File: src/rtl/bsg_link_sdr_pkg.sv
// bsg_link_sdr_pkg
//   Constants shared by both ends of the source-synchronous SDR link. The
//   transmit credit counter and the receive FIFO/token logic both take their
//   defaults from here, so the two ends always agree on the credit count.
package bsg_link_sdr_pkg;

  localparam int unsigned link_width_lp       = 8;
  localparam int unsigned link_fifo_els_lp    = 4;
  localparam int unsigned link_token_decim_lp = 2;

  // Counter width for a modulus of x. Never returns less than one bit, so a
  // modulus of 1 still gives a legal (constant-zero) register.
  function automatic int unsigned lg_min1(input int unsigned x);
    return (x <= 1) ? 1 : $clog2(x);
  endfunction

endpackage

File: src/rtl/bsg_link_isdr_rx_fifo.sv
// bsg_link_isdr_rx_fifo
//   Small circular FIFO behind the receive capture stage.
//   Ports:
//     clk_i, reset_i  forwarded link clock, synchronous active-high reset
//     enq_i, data_i   write data_i at the write pointer (caller ensures space)
//     deq_i           advance the read pointer (caller ensures not empty)
//     v_o, data_o     head valid / head word (no empty bypass)
//     full_o          count == els_p
module bsg_link_isdr_rx_fifo
  import bsg_link_sdr_pkg::*;
#(
  parameter int unsigned width_p = link_width_lp,
  parameter int unsigned els_p   = link_fifo_els_lp
) (
  input  logic               clk_i,
  input  logic               reset_i,
  input  logic               enq_i,
  input  logic [width_p-1:0] data_i,
  input  logic               deq_i,
  output logic               v_o,
  output logic [width_p-1:0] data_o,
  output logic               full_o
);

  localparam int unsigned ptr_w_lp = $clog2(els_p);
  localparam int unsigned cnt_w_lp = ptr_w_lp + 1;

  logic [width_p-1:0]  mem_q [els_p];
  logic [ptr_w_lp-1:0] wr_ptr_q, wr_ptr_d;
  logic [ptr_w_lp-1:0] rd_ptr_q, rd_ptr_d;
  logic [cnt_w_lp-1:0] count_q, count_d;

  // Depth is a power of two, so pointers wrap by plain overflow.
  always_comb begin
    wr_ptr_d = wr_ptr_q + ptr_w_lp'(enq_i);
    rd_ptr_d = rd_ptr_q + ptr_w_lp'(deq_i);
    count_d  = count_q + cnt_w_lp'(enq_i) - cnt_w_lp'(deq_i);
  end

  always_ff @(posedge clk_i) begin
    if (reset_i) begin
      wr_ptr_q <= '0;
      rd_ptr_q <= '0;
      count_q  <= '0;
    end else begin
      wr_ptr_q <= wr_ptr_d;
      rd_ptr_q <= rd_ptr_d;
      count_q  <= count_d;
    end
  end

  // Storage is not reset; occupancy is tracked by count_q alone.
  always_ff @(posedge clk_i) begin
    if (enq_i && !reset_i) begin
      mem_q[wr_ptr_q] <= data_i;
    end
  end

  assign v_o    = (count_q != '0);
  assign full_o = (count_q == cnt_w_lp'(els_p));
  assign data_o = mem_q[rd_ptr_q];

endmodule

File: src/rtl/bsg_link_isdr_rx.sv
// bsg_link_isdr_rx
//   Receive front end of the SDR link, clocked by the forwarded link clock.
//   Captures v_i/data_i, buffers words in a small FIFO and returns credits
//   upstream as a toggle on token_o, one toggle per token_decim_p words taken.
//   Ports:
//     clk_i, reset_i     forwarded clock, synchronous active-high reset
//     v_i, data_i        link pins
//     v_o, data_o        FIFO head valid / word
//     yumi_i             consumer takes the head (only legal with v_o=1)
//     token_o            registered credit-return toggle
//     overflow_o         sticky: a valid word arrived with no FIFO space
module bsg_link_isdr_rx
  import bsg_link_sdr_pkg::*;
#(
  parameter int unsigned width_p       = link_width_lp,
  parameter int unsigned fifo_els_p    = link_fifo_els_lp,
  parameter int unsigned token_decim_p = link_token_decim_lp
) (
  input  logic               clk_i,
  input  logic               reset_i,
  input  logic               v_i,
  input  logic [width_p-1:0] data_i,
  output logic               v_o,
  output logic [width_p-1:0] data_o,
  input  logic               yumi_i,
  output logic               token_o,
  output logic               overflow_o
);

  localparam int unsigned tok_w_lp = lg_min1(token_decim_p);

  logic               v_r_q, v_r_d;
  logic [width_p-1:0] data_r_q, data_r_d;
  logic [tok_w_lp-1:0] tok_cnt_q, tok_cnt_d;
  logic               token_q, token_d;
  logic               overflow_q, overflow_d;

  logic fifo_v, fifo_full;
  logic yumi_ok, enq_ok, drop;

  // Capture stage: free-running, no enable, data flops not reset, so they
  // map onto the same cell style as the transmit PHY's launch flops.
  always_comb begin
    v_r_d    = v_i;
    data_r_d = data_i;
  end

  always_ff @(posedge clk_i) begin
    if (reset_i) v_r_q <= 1'b0;
    else         v_r_q <= v_r_d;
  end

  always_ff @(posedge clk_i) begin
    data_r_q <= data_r_d;
  end

  // A yumi with an empty FIFO is ignored. A full FIFO still accepts a word
  // in the same cycle the head is taken.
  always_comb begin
    yumi_ok = yumi_i & fifo_v;
    enq_ok  = v_r_q & (~fifo_full | yumi_ok);
    drop    = v_r_q & fifo_full & ~yumi_ok;
  end

  bsg_link_isdr_rx_fifo #(
    .width_p (width_p),
    .els_p   (fifo_els_p)
  ) fifo (
    .clk_i   (clk_i),
    .reset_i (reset_i),
    .enq_i   (enq_ok),
    .data_i  (data_r_q),
    .deq_i   (yumi_ok),
    .v_o     (fifo_v),
    .data_o  (data_o),
    .full_o  (fifo_full)
  );

  always_comb begin
    tok_cnt_d  = tok_cnt_q;
    token_d    = token_q;
    overflow_d = overflow_q | drop;
    if (yumi_ok) begin
      if (tok_cnt_q == tok_w_lp'(token_decim_p - 1)) begin
        tok_cnt_d = '0;
        token_d   = ~token_q;
      end else begin
        tok_cnt_d = tok_cnt_q + tok_w_lp'(1);
      end
    end
  end

  always_ff @(posedge clk_i) begin
    if (reset_i) begin
      tok_cnt_q  <= '0;
      token_q    <= 1'b0;
      overflow_q <= 1'b0;
    end else begin
      tok_cnt_q  <= tok_cnt_d;
      token_q    <= token_d;
      overflow_q <= overflow_d;
    end
  end

  assign v_o        = fifo_v;
  assign token_o    = token_q;
  assign overflow_o = overflow_q;

  always_ff @(posedge clk_i) begin
    if (!reset_i) begin
      assert (!(yumi_i && !fifo_v))
        else $warning("bsg_link_isdr_rx: yumi_i asserted while v_o=0; ignored");
    end
  end

endmodule
File: config.mk
export PLATFORM = sky130hd
export DESIGN_NAME = bsg_link_isdr_rx
export DESIGN_NICKNAME = d
export VERILOG_FILES = /design/src/rtl/bsg_link_sdr_pkg.sv /design/src/rtl/bsg_link_isdr_rx_fifo.sv /design/src/rtl/bsg_link_isdr_rx.sv
export SDC_FILE = /design/constraint.sdc
export NUM_CORES = 1
export LEC_CHECK = 0
export ABC_AREA = 1
export CORE_MARGIN = 4
export CORE_UTILIZATION = 51
export CTS_BUF_LIST = sky130_fd_sc_hd__clkbuf_8
export CTS_CLUSTER_DIAMETER = 50
export CTS_CLUSTER_SIZE = 12
export DETAILED_ROUTE_END_ITERATION = 10
export HOLD_SLACK_MARGIN = 0.02
export PLACE_DENSITY = 0.77
export RECOVER_POWER = 25
export SLEW_MARGIN = 20
export SYNTH_ARGS = -nofsm -noshare
export SYNTH_HDL_FRONTEND = slang
export SYNTH_SLANG_ARGS = --single-unit
File: constraint.sdc
create_clock -name clk_i -period 1.7 [get_ports clk_i]
set_input_delay 0.255 -clock clk_i [delete_from_list [all_inputs] [get_ports clk_i]]
set_output_delay 0.255 -clock clk_i [all_outputs]
set_load 0.02 [all_outputs]
==> flow_metrics.env <==
export IMPL_syn_area_mm2=0.00189
export IMPL_synth_edff_count=32
export IMPL_cp_num_buf_inv=3
export IMPL_antenna_found_initial=0
export IMPL_cts_sinks=51
export IMPL_whs_path_depth=4
export IMPL_grt_pass1_vias=1330
export IMPL_postPlaceCellArea_mm2=0.00232
export IMPL_synth_cells=158
export IMPL_crit_type="reg -> reg"
export IMPL_numCtsBuffers=5
export IMPL_grt_start_max_net_pins=15
export IMPL_status="finished with violations"
export IMPL_synth_most_common_cell="edfxtp_1"
export IMPL_io_buffers=22
export IMPL_path_depth=10
export IMPL_grt_pass1_wl_mm=6.02
export IMPL_synth_yosys_seq_area_share_pct=70.9
export IMPL_ys_warn_count=0
export IMPL_cts_max_path_buffers=2
export IMPL_worst_pin_slew_ns=0.232
export IMPL_worst_path_largest_cell_delay_ns=0.53
export IMPL_die_h_um=68.9
export IMPL_area_growth_pct=29.7
export IMPL_min_to="token_o$_SDFFE_PP0P_"
export IMPL_diodes=0
export IMPL_num_fill_cells=259
export IMPL_crit_path_frequent_cell="inv_2"
export IMPL_fp_dieW_um=68.9
export IMPL_track_usage_pct=18.0
export IMPL_core_mm2=0.00347
export IMPL_cp_startpoint="fifo.count_q[1]$_SDFF_PP0_"
export IMPL_cp_top_family="adder cells"
export IMPL_drt_iter0_drc=52
export IMPL_r2r_start="fifo.count_q[1]$_SDFF_PP0_"
export IMPL_routed_wl_mm=3.58
export IMPL_leakage_nw=0.976
export IMPL_slowest_stage="fa_2"
export IMPL_rows=21
export IMPL_endpoint_kind="flop"
export IMPL_vias_per_cell=5.04
export IMPL_crit_chain="nor2_4 > nand2_2 > nand2_2 > inv_2 > ha_4 > inv_2 > ha_4 > fa_2 > inv_2 > nor2_1"
export IMPL_wl_per_cell_um=14.2
export IMPL_dieArea_mm2=0.00475
export IMPL_powerDensity_mw_per_mm2=1470
export IMPL_firstDrtPassIters=4
export IMPL_htreeDepth=2
export IMPL_drc=0
export IMPL_num_vias=1271
export IMPL_synthArstFlopShare_pct=0
export IMPL_finalCriticalPeriod_ns=1.85
export IMPL_ys_seq_elements=51
export IMPL_cts_tree="built"
export IMPL_ys_types=20
export IMPL_postRouteAntennaNets=0
export IMPL_critical_path_peak_fanout=2
export IMPL_startpoint_type="flop"
export IMPL_cts_root_buf="clkbuf_8"
export IMPL_syn_nets=175
export IMPL_synth_top_cells_by_area="edfxtp_1, dfxtp_1, nor2_1, inv_1, o21ai_0"
export IMPL_avgSynthCellArea_um2=12.0
export IMPL_power_mw=3.61
export IMPL_gp_congestion=0.858
export IMPL_clk_pin_slew_worst_paths_ns=0.08
export IMPL_dp_hpwl_mm=2.41
export IMPL_synth_commonest_cells="edfxtp_1, nor2_1, dfxtp_1, inv_1"
export IMPL_relSlewSlack_pct=84.5
export IMPL_cap_violations=0
export IMPL_peakVddDrop_v=0.000756
export IMPL_setup_violations=2
export IMPL_fin_area_mm2=0.00246
export IMPL_holdWs_ns=0.375
export IMPL_clock_latency_ns=0.30
export IMPL_worstHoldStart="yumi_i"
export IMPL_max_freq_ghz=0.541
export IMPL_reg2reg_slack_ns=-0.15
export IMPL_cp_required_ns=1.93
export IMPL_drive_gt1_share_pct=31.1
export IMPL_fin_crit_sh_pct=109
export IMPL_start_util_pct=54.6
export IMPL_yosys_most_used_dff="edfxtp_1"
export IMPL_tns_ns=-0.161
export IMPL_hold_class="in -> reg"
export IMPL_rsz0062_at_grt="true"
export IMPL_gr_total_overflow=0
export IMPL_r2r_end="fifo.count_q[1]$_SDFF_PP0_"
export IMPL_io_pins=23
export IMPL_ctsHoldBuffers=0
export IMPL_skew_ns=0.00644
export IMPL_slew_viol_final=0
export IMPL_fin_nets=223
export IMPL_setup_slack_ns=-0.148
export IMPL_netlist_area_leader_share_pct=50.8
export IMPL_reg2regPathDepth=10
export IMPL_hold_viol_final=0
export IMPL_yosysTopAreaCell="edfxtp_1"
export IMPL_arrival_ns=2.07
export IMPL_failed_checks="setup timing"
==> layout by cell type, fill, tap and decap left out, drive strengths merged, types with 8 or more instances in the layout <==
| master | netlist | routed |
|---|---|---|
| nor2 | 32 | 32 |
| edfxtp | 32 | 32 |
| buf | 4 | 26 |
| o21ai | 16 | 16 |
| clkbuf | 0 | 11 |
| inv | 20 | 21 |
| dlygate4sd3 | 0 | 8 |
| o22ai | 8 | 8 |
| nand2 | 14 | 14 |
| dfxtp | 19 | 19 |
==> report_power, final <==
part           total [mW]  internal, mW  leakage, nW  switching [mW]
clock network       0.777         0.425       0.0554           0.352
registers            1.49          1.41        0.448          0.0789
logic                1.34         0.617        0.472           0.722
==> state kept, by name, indices dropped and copies added (netlist names) <==
signal / count
fifo.rd_ptr_q: 2
v_r_q: 1
fifo.wr_ptr_q: 2
token_o: 1
tok_cnt_q: 1
fifo.count_q: 3
fifo.mem_q: 32
overflow_o: 1
data_r_q: 8
==> cell type report <==
cell class	count	area [um2]	share of cell area (%)
Multi-Input combinational cell	83	497	20.2
Sequential cell	51	1350	54.8
Timing Repair Buffer	45	378	15.4
Tap cell	46	57.6	2.34
Clock inverter	2	33.8	1.38
Inverter	20	75.1	3.06
Clock buffer	5	68.8	2.80
==> how the worst max path moves through the flow <==
stage | to | slack, ns
2_1_floorplan | fifo.count_q[1]$_SDFF_PP0_ | -0.08
6_report | fifo.count_q[1]$_SDFF_PP0_ | -0.15
4_1_cts | fifo.count_q[1]$_SDFF_PP0_ | -0.07
3_5_place_dp | fifo.count_q[1]$_SDFF_PP0_ | -0.29
3_3_place_gp | fifo.count_q[1]$_SDFF_PP0_ | -0.24
5_1_grt | fifo.count_q[1]$_SDFF_PP0_ | -0.22
==> logic make-up (layout without fill, tap and decap cells) <==
logic type / Yosys count / after routing / share of synthesized area, %
fa+ha+maj: 5 / 5 / 3.70
xor+xnor: 3 / 3 / 1.39
compound gates: 26 / 26 / 7.93
simple gates: 49 / 49 / 10.4
flops: 51 / 51 / 70.9
buf+inv: 24 / 72 / 5.68
==> stage by stage <==
step | setup WS, ns | util, % | std cells
after detailed placement | -0.294 | 66.9 | 240
after global placement | -0.240 | 66.9 | 240
after global routing | -0.216 | 70.8 | 252
final | -0.148 | 70.8 | 252
after CTS | -0.0741 | 70.1 | 249
after floorplan | -0.0847 | - | 158
==> worst register-to-register path, cell delays in order, from the launching register on <==
cell     delay (ns)
dfxtp_2        0.35
nor2_4         0.12
nand2_2        0.07
nand2_2        0.07
inv_2          0.05
ha_4           0.25
inv_2          0.04
ha_4           0.15
fa_2           0.53
inv_2          0.03
nor2_1         0.13
==> timing repair <==
| action | in CTS | in global routing |
|---|---|---|
| buffers inserted | 2 | 3 |
| resized for setup | 21 | 27 |
| setup endpoints to repair | 11 | 43 |
| cloned | 0 | 0 |
| hold endpoints to repair | 0 | 0 |
| pin swaps | 2 | 6 |
==> metal layers <==
metal	GRT usage (%)	vias up	share of wire [%]
met3	5.51	7	4.6
li1	-	625	-
met4	6.81	0	2.0
met2	33.0	30	55
met5	0	-	0
met1	19.4	609	38
(Power assumes the default switching activity.)
